`src/rtl/mips16_loader.sv`:
```
// Host-to-Mips16 program loader: streams instruction words into the core, pulses its PC
// reset, then collects core results until a sentinel value or a cycle limit ends the session.
module mips16_loader #(
  parameter int          ADDR_W   = 8,
  parameter logic [15:0] SENTINEL = 16'h04D2,
  parameter int          TIMEOUT  = 1024
) (
  input  logic              clk,
  input  logic              reset,
  input  logic              start,
  input  logic              prog_valid,
  input  logic [15:0]       prog_data,
  input  logic              prog_last,
  output logic              prog_ready,
  output logic [15:0]       core_din,
  output logic              core_wen,
  output logic              core_pc_reset,
  output logic              core_rd_en,
  input  logic [15:0]       core_dout,
  output logic              res_valid,
  output logic [15:0]       res_data,
  output logic              busy,
  output logic              done,
  output logic              timeout,
  output logic [ADDR_W:0]   word_count
);

  localparam int              CAPACITY = 1 << ADDR_W;
  localparam logic [ADDR_W:0] WC_LAST  = (ADDR_W+1)'(CAPACITY - 1);
  localparam logic [15:0]     RD_LAST  = 16'(TIMEOUT - 1);

  typedef enum logic [2:0] {IDLE, LOAD, PCRST, SETTLE, READ, DONE} state_t;

  state_t      state, state_next;
  logic [15:0] rd_cnt;
  logic        xfer;
  logic        launch;
  logic        is_sentinel;
  logic        rd_limit;

  assign xfer        = prog_valid && (state == LOAD);
  assign launch      = start && ((state == IDLE) || (state == DONE));
  assign is_sentinel = (core_dout == SENTINEL);
  assign rd_limit    = (rd_cnt == RD_LAST);

  always_ff @(posedge clk or negedge reset) begin
    if (!reset) state <= IDLE;
    else        state <= state_next;
  end

  always_comb begin
    state_next = state;
    case (state)
      IDLE, DONE: if (start) state_next = LOAD;
      // prog_last and a full memory collapse into the same single move to PCRST
      LOAD:       if (xfer && (prog_last || word_count == WC_LAST)) state_next = PCRST;
      PCRST:      state_next = SETTLE;
      SETTLE:     state_next = READ;
      READ:       if (is_sentinel || rd_limit) state_next = DONE;
      default:    state_next = IDLE;
    endcase
  end

  assign prog_ready    = (state == LOAD);
  assign core_pc_reset = (state == PCRST);
  assign core_rd_en    = (state == READ);
  assign busy          = (state == LOAD) || (state == PCRST) || (state == SETTLE) || (state == READ);
  assign done          = (state == DONE);

  always_ff @(posedge clk or negedge reset) begin
    if (!reset) begin
      core_din   <= '0;
      core_wen   <= 1'b0;
      word_count <= '0;
      rd_cnt     <= '0;
      res_valid  <= 1'b0;
      res_data   <= '0;
      timeout    <= 1'b0;
    end else begin
      core_wen  <= xfer;
      res_valid <= 1'b0;
      if (launch) begin
        word_count <= '0;
        rd_cnt     <= '0;
        timeout    <= 1'b0;
      end
      if (xfer) begin
        core_din   <= prog_data;
        word_count <= word_count + 1'b1;
      end
      // a sentinel on the last allowed cycle still counts as a clean stop
      if (state == READ) begin
        rd_cnt <= rd_cnt + 16'd1;
        if (!is_sentinel) begin
          res_valid <= 1'b1;
          res_data  <= core_dout;
          if (rd_limit) timeout <= 1'b1;
        end
      end
    end
  end

endmodule

```
`config.mk`:
```
export PLATFORM = sky130hd
export DESIGN_NAME = mips16_loader
export DESIGN_NICKNAME = d
export VERILOG_FILES = /design/src/rtl/mips16_loader.sv
export SDC_FILE = /design/constraint.sdc
export NUM_CORES = 1
export LEC_CHECK = 0
export CAP_MARGIN = 15
export CORE_MARGIN = 2
export CORE_UTILIZATION = 52
export CTS_BUF_LIST = sky130_fd_sc_hd__clkbuf_8
export DETAILED_ROUTE_END_ITERATION = 6
export PLACE_DENSITY_LB_ADDON = 0.2
export SLEW_MARGIN = 25
export SYNTH_ARGS = -nofsm -noshare
export SYNTH_HDL_FRONTEND = slang
export SYNTH_SLANG_ARGS = --single-unit
```
`constraint.sdc`:
```
create_clock -name clk -period 5.5 [get_ports clk]
set_input_delay 0.825 -clock clk [delete_from_list [all_inputs] [get_ports clk]]
set_output_delay 0.825 -clock clk [all_outputs]
set_load 0.05 [all_outputs]
```
==> qor.txt <==
Status: finished, final reports clean
Initial Utilization: 53.1%
Min cycle time layout: 3400 ps
Pwr Total: 2.38 mW
Reg clk slew, reported paths: 70 ps
Routed wire length: 6.66 mm
RSZ-0062 raised after global routing: no
Pleak: 1.84 nW
Crit. End Element: output pin
Share of layout cells above drive strength 1: 11.3%
# rows: 27
HPWL Detailed: 4.54 mm
CP Buf/Inv Count: 2
R2R cell count: 6
Initial antenna violation count: 0
Post-CTS Resized: 0
Startpoint types: register
Vias: 2395
Post-CTS setup buffers: 0
Hold WC Path Type: register to register
Worst Setup EP: core_rd_en
Clk root buf: clkbuf_8
Post-route DRC: 0
Yosys reg bits: 63
Maximum fanout along the worst path: 12
CTS Buffer Depth: 2
Syn Std Cell Area: 2890 um^2
Syn. warnings: 0
Cells after Synth: 281
Die area: 6170 um^2
Area occupied by multi-input gates: 1210 um^2
Syn_nets: 321
Ys async rst share: 100%
Ant. Diodes: 0
Final instance area: 4000 um^2
Vias in the first global route: 2314
Drt first pass iters: 4
Hold Violations, Final: 0
Slew Viols, Final: 0
Crit path max-delay family: buffers and inverters
CP Launch Point: state[2]
Maximum VDD drop: 440 uV
Fillers: 418
Post-synth EDFFs: 0
# setup viols final: 0
Final worst-path cycle share: 61.8%
Worst-Margin Slew: 785 ps
CP max stage cell: clkdlybuf4s50_1
Overflow after GRT: 0
FF-to-FF setup slack: 3270 ps
Cts bufs inserted: 9
Port bufs: 85
Antenna viol nets, final: 0
CTS Sinks: 63
Pin count of the biggest net entering global routing: 64
Sequential fraction of the synthesis area: 54.5%
Latest clock arrival within the worst-skew pair: 330 ps
CP required: 4680 ps
Core Area: 5440 um^2
Worst path cell trace: or3b_4 -> inv_1 -> clkdlybuf4s50_1
Setup Skew: 3.73 ps
Origin of the critical flop-to-flop path: state[2]
Starting DRT DRC Count: 99
Max Fclk: 0.294 GHz
R2r endpoint: word_count[4]
CP Class: register to output pin
Io pins: 86
CP max stage delay: 880 ps
Avg Inst Size Synth: 10.3 um^2
Layout area overhead: 38.2%
H-tree levels: 3
Max_cap viols: 0
GP Congestion: 0.884
Die Y: 78.6 um
Placement Cell Area: 3760 um^2
Ys flop type: dfrtp_1
Yosys cell types: 42
GRT Overall Usage: 23.0%
Seq. cell area: 1580 um^2
First-pass GRT wire length: 11.0 mm
CTS tree: done
Overall die width: 78.6 um
Pwr Density: 595 nW/um^2
CTS Hold Buffers Added: 0
Layout Nets: 407
DR vias/cell: 5.41
Crit path arrival time: 2580 ps
Sum of negative setup slack: 0 ps
WP depth: 3
Relative slew slack: 47.7%
WL/cell: 15.0 um
metrics by stage:
| stage | utilization (%) | std cells | hold WS [ps] | setup WS (ps) |
|---|---|---|---|---|
| after global placement | 69.1 | 428 | 456 | 2450 |
| after global routing | 73.5 | 443 | 499 | 2000 |
| after detailed placement | 69.1 | 428 | 462 | 2400 |
| after floorplan | - | 281 | 446 | 2970 |
| final | 73.5 | 443 | 476 | 2100 |
| after CTS | 73.3 | 443 | 480 | 2120 |
cell type report:
class,count,share of cell area [%]
clock buffers,12,4.13
flip-flops and latches,63,39.5
inverters,6,0.564
well taps,72,2.25
repair buffers,87,21.5
clock inverters,3,1.63
multi-input cells,200,30.4
worst min-delay path, cell delays in order (launching register included):
cell	delay, ps
dfrtp_1	340
nand2_1	50
nand2_1	60
power by group:
part / leakage [nW] / switching, mW / internal (mW)
clock: 0.118 / 0.171 / 0.289
sequential: 0.815 / 0.104 / 0.609
combinational: 0.910 / 0.786 / 0.419
total: 1.84 / 1.06 / 1.32
registers in the layout (all words and copies together), names as in the netlist:
register,flops
res_data,16
core_din,16
state,3
timeout,1
core_wen,1
word_count,9
res_valid,1
rd_cnt,16
cells in the final DEF, fill, tap and decap left out, drive strengths merged, types with 3 or more instances in the layout:
cell            n
o31ai           3
inv             6
buf             3
clkdlybuf4s50  84
nand4           8
nor2           10
clkbuf         12
nor4            4
a21oi           7
a31oi           3
mux2i           6
mux2           16
o21ai          22
dfrtp          63
nand3           7
ha              3
and3            7
nor3            4
nand2          76
worst min-delay path by stage:
stage	startpoint	end	slack, ps	cells past startpoint
finish	core_din[2]	core_din[2]	480	2
global route	rd_cnt[15]	rd_cnt[15]	500	1
CTS	core_din[2]	core_din[2]	480	2
detailed placement	core_din[11]	core_din[11]	460	2
global placement	core_din[7]	core_din[7]	460	2
floorplan	rd_cnt[15]	rd_cnt[15]	450	1
metal layers:
layer | track usage, % | wire (um) | vias up
met5 | 0 | 0 | -
met1 | 29.3 | 2790 | 1170
met2 | 36.8 | 3360 | 72
met3 | 6.44 | 403 | 10
met4 | 10.0 | 114 | 0
li1 | - | - | 1143
synth_stat cells (3+ instances only):
cell type	count	area share, %
nand3_1	7	1.2
mux2_4	7	3.6
o21ai_0	21	3.6
ha_1	3	1.3
a21oi_1	7	1.2
nand4_1	8	1.7
mux2i_1	6	2.1
buf_6	5	1.9
inv_1	6	0.78
dfrtp_1	63	55
clkbuf_1	4	0.52
a31oi_1	3	0.65
nor2_1	10	1.3
nor4_1	4	0.87
and3_1	7	1.5
nor3_1	3	0.52
mux2_2	9	3.5
nand2_1	76	9.9
cell families (layout without fill, tap and decap cells):
kind of cell	count (synthesis)	in the layout	synth area share, %
flip-flops	63	63	54.5
AND/OR/NAND/NOR	131	131	21.5
multiplexers	22	22	9.22
XOR/XNOR	3	3	0.909
buffers and inverters	18	108	3.68
adder cells (fa/ha/maj)	3	3	1.30
AO/OA/AOI/OAI	41	41	8.87
(Power assumes the default switching activity.)
